$ cat config.mk
export PLATFORM = sky130hd
export DESIGN_NAME = ntt_pe_sequencer_flat
export DESIGN_NICKNAME = d
export VERILOG_FILES = /design/src/rtl/ntt_pkg.sv /design/src/rtl/ntt_pe_sequencer_if.sv /design/src/rtl/ntt_addr_gen.sv /design/src/rtl/ntt_pe_sequencer.sv /design/src/flat_wrapper.sv
export SDC_FILE = /design/constraint.sdc
export NUM_CORES = 1
export LEC_CHECK = 0
export ABC_AREA = 1
export CORE_MARGIN = 1.5
export CORE_UTILIZATION = 30
export DETAILED_ROUTE_END_ITERATION = 8
export PLACE_DENSITY_LB_ADDON = 0.05
export SLEW_MARGIN = 10
export SYNTH_ARGS = -nofsm -noshare
export SYNTH_HDL_FRONTEND = slang
export SYNTH_SLANG_ARGS = --single-unit
$ cat constraint.sdc
create_clock -name clk -period 3.5 [get_ports clk]
set_input_delay 0.875 -clock clk [delete_from_list [all_inputs] [get_ports clk]]
set_output_delay 0.875 -clock clk [all_outputs]
set_load 0.1 [all_outputs]
$ cat src/rtl/ntt_pkg.sv
// Shared definitions for the NTT PE sequencer slice.
// - state_t : sequencer FSM encoding
// - STAGE_W : width of the stage counter (covers LOG_LEN up to 12, plus one past the end)
// - len_of  : LEN = 1 << LOG_LEN
// Twiddle ROM address layout is {inv, k}: inv selects the inverse-twiddle half.
package ntt_pkg;

  localparam int unsigned STAGE_W     = 4;
  localparam int unsigned LOG_LEN_MAX = 12;

  typedef enum logic [2:0] {
    S_IDLE  = 3'd0,
    S_RD_A  = 3'd1,
    S_RD_B  = 3'd2,
    S_CAP_B = 3'd3,
    S_EV0   = 3'd4,
    S_EV1   = 3'd5,
    S_DONE  = 3'd6
  } state_t;

  function automatic int unsigned len_of(input int unsigned log_len);
    return 32'd1 << log_len;
  endfunction

endpackage

$ cat src/rtl/ntt_pe_sequencer_if.sv
// Bus bundle between the sequencer and its RAM / twiddle ROM / PE cell.
// master: sequencer side (drives addresses, write strobe, PE operands).
// slave : memory/PE side (returns read data, twiddle data, PE result).
interface ntt_pe_sequencer_if #(
  parameter int unsigned N       = 17,
  parameter int unsigned LOG_LEN = 4
);
  logic [LOG_LEN-1:0] mem_rd_addr;
  logic [N-1:0]       mem_rd_data;
  logic               mem_wr_en;
  logic [LOG_LEN-1:0] mem_wr_addr;
  logic [N-1:0]       mem_wr_data;
  logic [LOG_LEN:0]   tf_addr;
  logic [N-1:0]       tf_data;
  logic [N-1:0]       pe_a;
  logic [N-1:0]       pe_b;
  logic [N-1:0]       pe_tf;
  logic               pe_sub;
  logic               pe_inv;
  logic [N-1:0]       pe_p;

  modport master (
    output mem_rd_addr, mem_wr_en, mem_wr_addr, mem_wr_data, tf_addr,
           pe_a, pe_b, pe_tf, pe_sub, pe_inv,
    input  mem_rd_data, tf_data, pe_p
  );

  modport slave (
    input  mem_rd_addr, mem_wr_en, mem_wr_addr, mem_wr_data, tf_addr,
           pe_a, pe_b, pe_tf, pe_sub, pe_inv,
    output mem_rd_data, tf_data, pe_p
  );
endinterface

$ cat src/rtl/ntt_addr_gen.sv
// Butterfly address generator: (stage s, butterfly j, inv) -> (ia, ib, twiddle k, last flags).
// Ports: s, j, inv in; ia_c, ib_c, k_c, last_j_c, last_s_c out (all combinational).
module ntt_addr_gen
  import ntt_pkg::*;
#(
  parameter int unsigned LOG_LEN = 4
) (
  input  logic [STAGE_W-1:0] s,
  input  logic [LOG_LEN-1:0] j,
  input  logic               inv,
  output logic [LOG_LEN-1:0] ia_c,
  output logic [LOG_LEN-1:0] ib_c,
  output logic [LOG_LEN-1:0] k_c,
  output logic               last_j_c,
  output logic               last_s_c
);

  localparam int unsigned LEN  = len_of(LOG_LEN);
  localparam int unsigned HALF = LEN / 2;

  logic [STAGE_W-1:0] l;     // log2(span)
  logic [LOG_LEN-1:0] span;
  logic [LOG_LEN-1:0] grp;   // butterfly group index j >> L

  // NTT walks spans downward (decimation in time order), INTT upward.
  always_comb begin
    l        = inv ? s : (STAGE_W'(LOG_LEN - 1) - s);
    span     = LOG_LEN'(1) << l;
    grp      = j >> l;
    ia_c     = (grp << (l + STAGE_W'(1))) | (j & (span - LOG_LEN'(1)));
    ib_c     = ia_c + span;
    k_c      = (LOG_LEN'(HALF) >> l) + grp;  // LEN/(2*span) + group
    last_j_c = (j == LOG_LEN'(HALF - 1));
    last_s_c = (s == STAGE_W'(LOG_LEN - 1));
  end

endmodule

$ cat src/rtl/ntt_pe_sequencer.sv
// Sequences one combinational PE cell through an in-place LEN-point NTT/INTT.
// Ports: clk, rst_n (async active-low), start, inv (latched at start),
//        busy, done (one-cycle pulse), bus (master side: RAM/ROM addresses,
//        RAM write port, registered PE operands/mode bits, PE result in).
// Per butterfly: RD_A (ia,tf issued) -> RD_B (ib issued, ia data arrives)
// -> CAP_B (ib data arrives) -> EV0 (sub=0, write ia) -> EV1 (sub=1, write ib).
module ntt_pe_sequencer
  import ntt_pkg::*;
#(
  parameter int unsigned N       = 17,
  parameter int unsigned LOG_LEN = 4
) (
  input  logic               clk,
  input  logic               rst_n,
  input  logic               start,
  input  logic               inv,
  output logic               busy,
  output logic               done,
  ntt_pe_sequencer_if.master bus
);

  state_t             state_q, state_d;
  logic [STAGE_W-1:0] s_q, s_d;
  logic [LOG_LEN-1:0] j_q, j_d;
  logic               fin_q, fin_d;
  logic [LOG_LEN-1:0] rd_addr_q, rd_addr_d;
  logic [LOG_LEN:0]   tf_addr_q, tf_addr_d;
  logic               wr_en_q, wr_en_d;
  logic [LOG_LEN-1:0] wr_addr_q, wr_addr_d;
  logic [N-1:0]       pe_a_q, pe_a_d;
  logic [N-1:0]       pe_b_q, pe_b_d;
  logic [N-1:0]       pe_tf_q, pe_tf_d;
  logic               pe_sub_q, pe_sub_d;
  logic               pe_inv_q, pe_inv_d;
  logic               busy_q, busy_d;
  logic               done_q, done_d;

  logic [STAGE_W-1:0] gen_s;
  logic [LOG_LEN-1:0] gen_j;
  logic               gen_inv;
  logic [LOG_LEN-1:0] ia_c, ib_c, k_c;
  logic               last_j_c, last_s_c;

  // In IDLE the generator must already point at butterfly (0,0) of the requested mode.
  always_comb begin
    gen_s   = s_q;
    gen_j   = j_q;
    gen_inv = pe_inv_q;
    if (state_q == S_IDLE) begin
      gen_s   = '0;
      gen_j   = '0;
      gen_inv = inv;
    end
  end

  ntt_addr_gen #(.LOG_LEN(LOG_LEN)) u_addr_gen (
    .s        (gen_s),
    .j        (gen_j),
    .inv      (gen_inv),
    .ia_c     (ia_c),
    .ib_c     (ib_c),
    .k_c      (k_c),
    .last_j_c (last_j_c),
    .last_s_c (last_s_c)
  );

  // Next-state and registered-output logic.
  always_comb begin
    state_d   = state_q;
    s_d       = s_q;
    j_d       = j_q;
    fin_d     = fin_q;
    rd_addr_d = rd_addr_q;
    tf_addr_d = tf_addr_q;
    wr_en_d   = 1'b0;
    wr_addr_d = wr_addr_q;
    pe_a_d    = pe_a_q;
    pe_b_d    = pe_b_q;
    pe_tf_d   = pe_tf_q;
    pe_sub_d  = pe_sub_q;
    pe_inv_d  = pe_inv_q;
    busy_d    = busy_q;
    done_d    = 1'b0;

    unique case (state_q)
      S_IDLE: begin
        if (start) begin
          state_d   = S_RD_A;
          s_d       = '0;
          j_d       = '0;
          fin_d     = 1'b0;
          pe_inv_d  = inv;
          rd_addr_d = ia_c;
          tf_addr_d = {inv, k_c};
          busy_d    = 1'b1;
        end
      end
      S_RD_A: begin
        state_d   = S_RD_B;
        rd_addr_d = ib_c;
      end
      S_RD_B: begin
        state_d = S_CAP_B;
        pe_a_d  = bus.mem_rd_data;
        pe_tf_d = bus.tf_data;
      end
      S_CAP_B: begin
        state_d   = S_EV0;
        pe_b_d    = bus.mem_rd_data;
        pe_sub_d  = 1'b0;
        wr_en_d   = 1'b1;
        wr_addr_d = ia_c;
      end
      S_EV0: begin
        // Counters advance here so EV1 can issue the next butterfly's reads.
        state_d   = S_EV1;
        pe_sub_d  = 1'b1;
        wr_en_d   = 1'b1;
        wr_addr_d = ib_c;
        fin_d     = last_j_c & last_s_c;
        if (last_j_c) begin
          j_d = '0;
          s_d = s_q + STAGE_W'(1);
        end else begin
          j_d = j_q + LOG_LEN'(1);
        end
      end
      S_EV1: begin
        if (fin_q) begin
          state_d = S_DONE;
          busy_d  = 1'b0;
          done_d  = 1'b1;
        end else begin
          state_d   = S_RD_A;
          rd_addr_d = ia_c;
          tf_addr_d = {pe_inv_q, k_c};
        end
      end
      S_DONE: begin
        state_d = S_IDLE;
      end
      default: begin
        state_d = S_IDLE;
        busy_d  = 1'b0;
      end
    endcase
  end

  // State and output registers.
  always_ff @(posedge clk or negedge rst_n) begin
    if (!rst_n) begin
      state_q   <= S_IDLE;
      s_q       <= '0;
      j_q       <= '0;
      fin_q     <= 1'b0;
      rd_addr_q <= '0;
      tf_addr_q <= '0;
      wr_en_q   <= 1'b0;
      wr_addr_q <= '0;
      pe_a_q    <= '0;
      pe_b_q    <= '0;
      pe_tf_q   <= '0;
      pe_sub_q  <= 1'b0;
      pe_inv_q  <= 1'b0;
      busy_q    <= 1'b0;
      done_q    <= 1'b0;
    end else begin
      state_q   <= state_d;
      s_q       <= s_d;
      j_q       <= j_d;
      fin_q     <= fin_d;
      rd_addr_q <= rd_addr_d;
      tf_addr_q <= tf_addr_d;
      wr_en_q   <= wr_en_d;
      wr_addr_q <= wr_addr_d;
      pe_a_q    <= pe_a_d;
      pe_b_q    <= pe_b_d;
      pe_tf_q   <= pe_tf_d;
      pe_sub_q  <= pe_sub_d;
      pe_inv_q  <= pe_inv_d;
      busy_q    <= busy_d;
      done_q    <= done_d;
    end
  end

  assign busy            = busy_q;
  assign done            = done_q;
  assign bus.mem_rd_addr = rd_addr_q;
  assign bus.tf_addr     = tf_addr_q;
  assign bus.mem_wr_en   = wr_en_q;
  assign bus.mem_wr_addr = wr_addr_q;
  assign bus.mem_wr_data = bus.pe_p;  // PE result is valid in the write cycle itself
  assign bus.pe_a        = pe_a_q;
  assign bus.pe_b        = pe_b_q;
  assign bus.pe_tf       = pe_tf_q;
  assign bus.pe_sub      = pe_sub_q;
  assign bus.pe_inv      = pe_inv_q;

endmodule
$ cat src/flat_wrapper.sv
// flat-port wrapper written by rule: the top's interface ports become plain ports
module ntt_pe_sequencer_flat import ntt_pkg::*;
#(
  parameter int unsigned N       = 17,
  parameter int unsigned LOG_LEN = 4
)
  (clk, rst_n, start, inv, busy, done, bus_mem_rd_addr, bus_mem_wr_en, bus_mem_wr_addr, bus_mem_wr_data, bus_tf_addr, bus_pe_a, bus_pe_b, bus_pe_tf, bus_pe_sub, bus_pe_inv, bus_mem_rd_data, bus_tf_data, bus_pe_p);
  ntt_pe_sequencer_if #(.N(N), .LOG_LEN(LOG_LEN)) bus_i ();
  input  logic clk;
  input  logic rst_n;
  input  logic start;
  input  logic inv;
  output logic busy;
  output logic done;
  output wire logic [$bits(bus_i.mem_rd_addr)-1:0] bus_mem_rd_addr;
  output wire logic [$bits(bus_i.mem_wr_en)-1:0] bus_mem_wr_en;
  output wire logic [$bits(bus_i.mem_wr_addr)-1:0] bus_mem_wr_addr;
  output wire logic [$bits(bus_i.mem_wr_data)-1:0] bus_mem_wr_data;
  output wire logic [$bits(bus_i.tf_addr)-1:0] bus_tf_addr;
  output wire logic [$bits(bus_i.pe_a)-1:0] bus_pe_a;
  output wire logic [$bits(bus_i.pe_b)-1:0] bus_pe_b;
  output wire logic [$bits(bus_i.pe_tf)-1:0] bus_pe_tf;
  output wire logic [$bits(bus_i.pe_sub)-1:0] bus_pe_sub;
  output wire logic [$bits(bus_i.pe_inv)-1:0] bus_pe_inv;
  input wire logic [$bits(bus_i.mem_rd_data)-1:0] bus_mem_rd_data;
  input wire logic [$bits(bus_i.tf_data)-1:0] bus_tf_data;
  input wire logic [$bits(bus_i.pe_p)-1:0] bus_pe_p;
  assign bus_mem_rd_addr = bus_i.mem_rd_addr;
  assign bus_mem_wr_en = bus_i.mem_wr_en;
  assign bus_mem_wr_addr = bus_i.mem_wr_addr;
  assign bus_mem_wr_data = bus_i.mem_wr_data;
  assign bus_tf_addr = bus_i.tf_addr;
  assign bus_pe_a = bus_i.pe_a;
  assign bus_pe_b = bus_i.pe_b;
  assign bus_pe_tf = bus_i.pe_tf;
  assign bus_pe_sub = bus_i.pe_sub;
  assign bus_pe_inv = bus_i.pe_inv;
  assign bus_i.mem_rd_data = bus_mem_rd_data;
  assign bus_i.tf_data = bus_tf_data;
  assign bus_i.pe_p = bus_pe_p;
  ntt_pe_sequencer #(.N(N), .LOG_LEN(LOG_LEN)) u_core (.clk(clk), .rst_n(rst_n), .start(start), .inv(inv), .busy(busy), .done(done), .bus(bus_i));
endmodule
Word level (Yosys, flattened, before mapping)
Cells that the tools add are included.
- register bits after elaboration: 81
- output and inout port bits: 86
- logic and storage cells: 83
- $add $sub $neg: 7
- equal/unequal tests: 12
- shift operators: 4
- muxes and demuxes: 28
- bitwise logic cells: 4
- reduce and logical (&&, ||, !) cells: 13
- operators with widths (kind ; number):
    $mux 4 ; 8
    $pmux 4 s2 ; 3
    $pmux 3 s6 ; 1
    $add 4x1->4 const B ; 3
    $pmux 4 s3 ; 1
    $reduce_and 3->1 ; 4
    $mux 5 ; 2
    $pmux 5 s2 ; 1
    $eq 3x3->1 const B ; 3
    $add 4x4->4 ; 2
    $mux 1 ; 7
    $eq 3x2->1 const B ; 2
    $mux 3 ; 2
    $reduce_bool 2->1 ; 3
    $reduce_or 5->1 ; 1
    $and 4x4->4 ; 1
    $eq 4x2->1 const B ; 1
    $eq 4x3->1 const B ; 1
    $ne 2x1->1 const B ; 2
    $ne 2x2->1 const B ; 2
    $or 4x4->4 ; 1
    $pmux 1 s2 ; 2
    $reduce_and 2->1 ; 2
    $shl 1x4->4 const A ; 1
    other kinds (12) ; 12

Depth between registers and ports, before layout
Gate-level depths: netlist of the first run.
- word-level depth: 10
- gate-level depth with buffers: 27
- gate-level depth less buffers: 25

Modules after synthesis
Synthesis of the first run repeated with hierarchy kept, for this count alone.
- cell total of the unflattened synthesis: 534
- area total of the unflattened synthesis: 4242.8 µm²
- modules (own cells, without submodules) (module ; times used ; cells each ; area an instance (µm²) ; seq. area each (µm²)):
    ntt_pe_sequencer ; 1 ; 411 ; 3534.6 ; 2026.9
    ntt_addr_gen ; 1 ; 123 ; 708.2 ; 0.0

Least setup slack after synthesis of the first run
Ideal clock, no wire load.
- path type: register -> register
- from: register u_core.pe_inv_q, in the netlist u_core.bus.pe_inv
- to: register u_core.rd_addr_q[3], in the netlist u_core.bus.mem_rd_addr[3]
- library setup time: 120 ps
- data arrival time: 3513 ps
- path slack: -133 ps
- stages on the path, launching flop included: 23
- buffers on the path: 0
- period minus slack after synthesis: 3633 ps
- cells stage by stage: dfrtp_1 > inv_1 > nand2_1 > nand3_2 > nand2_2 > nand2_4 > nor2_1 > inv_1 > ha_1 > o21bai_1 > nand3_1 > nand2_1 > inv_1 > nand2_1 > ha_1 > a21oi_1 > nand2_1 > xor2_1 > inv_1 > nand3_1 > nand3_1 > nand2_1 > nand2_1
- longest elaborated chain between the ends: 8
- RTL lines (item ; RTL line ; text):
    start: declaration ; ntt_pe_sequencer.sv:34 ; logic pe_inv_q, pe_inv_d;
    start signal: assignment ; ntt_pe_sequencer.sv:180 ; pe_inv_q <= pe_inv_d;
    $mux 1 (*) ; ntt_pe_sequencer.sv:49 ; if (state_q == S_IDLE) begin
    $mux 4 (*) ; ntt_addr_gen.sv:27 ; l = inv ? s : (STAGE_W'(LOG_LEN - 1) - s);
    branches (longest 5 deep; another with $add 4x1->4) ; - ;
    $pmux 4 s3 (*) ; ntt_pe_sequencer.sv:85 ; unique case (state_q)
    end signal: assignment ; ntt_pe_sequencer.sv:172 ; rd_addr_q <= rd_addr_d;
    end: declaration ; ntt_pe_sequencer.sv:26 ; logic [LOG_LEN-1:0] rd_addr_q, rd_addr_d;
Mark *: on every way between the ends. The select of a mux whose other input is x is not followed.
A chain may end at the register's enable or synchronous reset.

Worst setup path in the final report of the first run
- from: register u_core.state_q[0]
- to: register u_core.rd_addr_q[3], in the netlist u_core.bus.mem_rd_addr[3]
- longest elaborated chain between the ends: 10
- RTL lines (item ; RTL line ; text):
    start: declaration ; ntt_pe_sequencer.sv:22 ; state_t state_q, state_d;
    start signal: assignment ; ntt_pe_sequencer.sv:168 ; state_q <= state_d;
    branches (longest 10 deep; another with $sub 2x4->4) ; - ;
Several ways; the timed one is not identified. The select of a mux whose other input is x is not followed.

==> impl_results.md, run 1 <==
* CTS root buf: clkbuf_16
* Final setup vio count at 0
* Syn nets at approximately 520
* Top routing layer in use: met4
* Clock slew at reported path FFs at roughly 0.06 ns
* Avg WL per Cell at 13.6 um
* Hold/Removal Path Class: reg -> reg
* Final worst slack at about 0.36 ns
* Commonest non-fill, non-tap cell in the layout: buf_4
* H-tree lvl count at 3
* Crit path kind: reg -> reg
* CTS tree: yes
* Crit share post-route at between 80 and 90%
* Maximum buffer depth of the clock tree at 2
* Met1 WL at between 4000 and 5000 um
* Worst reg2reg setup slack at ~0.36 ns
* Initial Utilization at between 30% and 40%
* DRC violations left at 0
* Antenna viol nets, final at 0
* Seq cells post-synth at just over 80
* Pin count of the biggest net entering global routing at 55
* Worst path arrival time at approximately 3.4 ns
* Clock Latency Late Sink at ~0.34 ns
* WP buf/inv at 6
* Rel. slew slack at 45.3%
* Place WS at -0.376 ns
* Synthesized area per cell at 9.12 sq um
* Vias in the first global route at roughly 3,500
* Chip width at about 120 um
* Critical Path Max Stage Delay at 0.44 ns
* Layout cells sized above 1 at between 20% and 30%
* # rows at between 40 and 50
* Synthesis-to-layout area growth at 36.7%
* Detailed Routing Iterations Pass 1 at 4
* Area leader, netlist: dfrtp_1
* Die height at between 100 and 150 um
* CTS buffer count at 9
* R2r startpoint: u_core.state_q[0]
* Sequential area share after synthesis at 49.4%
* First-pass GRT wire length at between 15,000 and 20,000 um
* Crit path max fanout at 6
* Diodes inserted at 0
* Number of I/O port buffers at around 110
* Share of the synthesized area in the top cell type at 49.4%
* Crit path from: u_core.state_q[0]
* Core area at ~0.013 sq mm
* I/O pins at ~140
* Met3 WL at a little under 800 um
* Grt total ovfl at 0
* FMAX at between 300 and 400 MHz
* Final Max Tran Viols at 0
* CP required at roughly 3.7 ns
* WL met2 at roughly 4800 um
* Final layout net count at 635
* Setup Buffers After CTS at 0
* First-iteration detailed-routing DRC count at roughly 130
* Hold path depth at 2
* Syn Std Cell Area at approximately 0.0041 sq mm
* Die area at 0.0144 sq mm
* Slowest cell on crit path: dfrtp_2
* Most frequent cells in the layout: 97 x buf_4, 91 x nand2_1, 79 x dfrtp_1, 59 x inv_1, 45 x o21ai_0
* Via count at about 3,300
* DP HPWL at around 7700 um
* CP endpoint kind: flop
* Worst Tran Pin Value at between 0.8 and 0.9 ns
* CP most frequent cell: nand2_1
* Via density at 4.43
* Delay-heaviest family, CP: simple AND/OR/NAND/NOR gates
* Post-synth cell types at 37
* Total wire length at 10,200 um
* Placer Congestion at between 0.7 and 0.8
* Clock skew at about 0.0063 ns
* Max_cap viols at 0
* Hold Buf Count CTS at 0
* Initial antenna violation count at 0
* Final hold violation count at 0
* Worst-case reg-to-reg path depth at 26
* Hold EP: u_core.bus.mem_rd_addr[0]
* Cell count after synthesis at 450
* Syn. warnings at 0
* Critical path startpoint category: flop
* Final min period at 3.14 ns
* Reg-to-Reg End: u_core.bus.mem_rd_addr[3]
* Tot GR Track Use at roughly 15%
* Status: finished clean
* Hold Path Origin: u_core.bus.mem_rd_addr[0]
* CTS Sinks at just over 80
* Largest cells by area after synthesis: dfrtp_1 49%, nand2_1 8.4%, o21ai_0 5.5%
[per-layer routing]
metal  up-vias  track usage [%]
met4         0             4.24
met3         6             6.46
met1      1556             18.4
li1       1668                -
met2        83             23.5
met5         -                0
[cell families (layout without fill, tap and decap cells)]
logic type,Yosys count,count (layout),share of synthesized area [%]
AO/OA/AOI/OAI,69,69,9.36
buffers and inverters,91,213,10.4
XOR/XNOR,7,7,1.49
flip-flops,81,81,49.4
AND/OR/NAND/NOR,170,170,19.8
multiplexers,19,19,5.22
adder cells (fa/ha/maj),13,13,4.33
[tightest hold or removal path, delay by kind of cell (launching register included)]
kind	cells	cell delay, ns
flops	1	0.34
simple gates	2	0.10
[Yosys cell counts (all sizes together)]
cell type  instances
nand2            106
dfrtp             81
inv               62
o21ai             48
nand3             31
nor2              25
buf               20
mux2              19
ha                11
a21oi              8
clkbuf             8
o211ai             4
xor2               4
nor3               3
xnor2              3
fa                 2
nand4              2
nor4               2
a21o               1
a31oi              1
and3               1
clkinv             1
o2111ai            1
o21a               1
o21bai             1
o221ai             1
o22ai              1
o31ai              1
o32ai              1
[final cells by class]
cell class	count	area [sq um]
Clock inverter	7	100
Multi-Input combinational cell	278	1690
Inverter	63	236
Tap cell	176	220
Timing Repair Buffer	134	1110
Fill cell	1345	7680
Clock buffer	9	225
Sequential cell	81	2030
[flip-flops by register name (all words and copies together) (netlist names), 4 cells and up]
| signal | count |
|---|---|
| u_core.bus.pe_b | 17 |
| u_core.bus.mem_wr_addr | 4 |
| u_core.bus.pe_tf | 17 |
| u_core.bus.pe_a | 17 |
| u_core.s_q | 4 |
| u_core.bus.mem_rd_addr | 4 |
| u_core.j_q | 4 |
| u_core.bus.tf_addr | 5 |
[per-stage QoR]
| stage | std cells | instance area (sq um) | util, % | hold WS [ns] | TNS [ns] |
|---|---|---|---|---|---|
| 3_3_place_gp | 732 | 5250 | 39.5 | 0.458 | -1.24 |
| 2_1_floorplan | 450 | 4100 | - | 0.489 | 0 |
| 5_1_grt | 748 | 5610 | 42.2 | 0.503 | -0.00264 |
| 6_report | 748 | 5610 | 42.2 | 0.483 | 0 |
| 3_5_place_dp | 732 | 5250 | 39.5 | 0.466 | -1.52 |
| 4_1_cts | 748 | 5580 | 42.0 | 0.489 | 0 |
[worst max path at each step]
stage / to / slack, ns / cells past startpoint
2_1_floorplan: u_core.bus.mem_rd_addr[3] / 0.04 / 27
3_3_place_gp: u_core.bus.mem_rd_addr[3] / -0.33 / 23
3_5_place_dp: u_core.bus.mem_rd_addr[3] / -0.38 / 23
4_1_cts: u_core.bus.mem_rd_addr[3] / 0.02 / 23
5_1_grt: u_core.bus.mem_rd_addr[3] / -0.003 / 26
6_report: u_core.bus.mem_rd_addr[3] / 0.36 / 26
[repair_timing]
action	CTS	global route
resized for setup	1	7
hold endpoints to repair	0	0
endpoints found under the setup margin	2	5
pin swaps	1	0
Power of run 1 is left out: the tool's default activity adds up to more than one toggle a clock period on the data nets, which glitch-free logic cannot reach.
==> run 2, diff against run 1 <==
--- a/config.mk
+++ b/config.mk
@@ -10,7 +10,7 @@
 export CORE_UTILIZATION = 30
 export DETAILED_ROUTE_END_ITERATION = 8
 export PLACE_DENSITY_LB_ADDON = 0.05
-export SLEW_MARGIN = 10
+export SLEW_MARGIN = 20
 export SYNTH_ARGS = -nofsm -noshare
 export SYNTH_HDL_FRONTEND = slang
 export SYNTH_SLANG_ARGS = --single-unit
==> results of run 2 <==
Final layout, timing and power as in run 1 (identical DEF).
Power of run 2 is left out for the same reason.
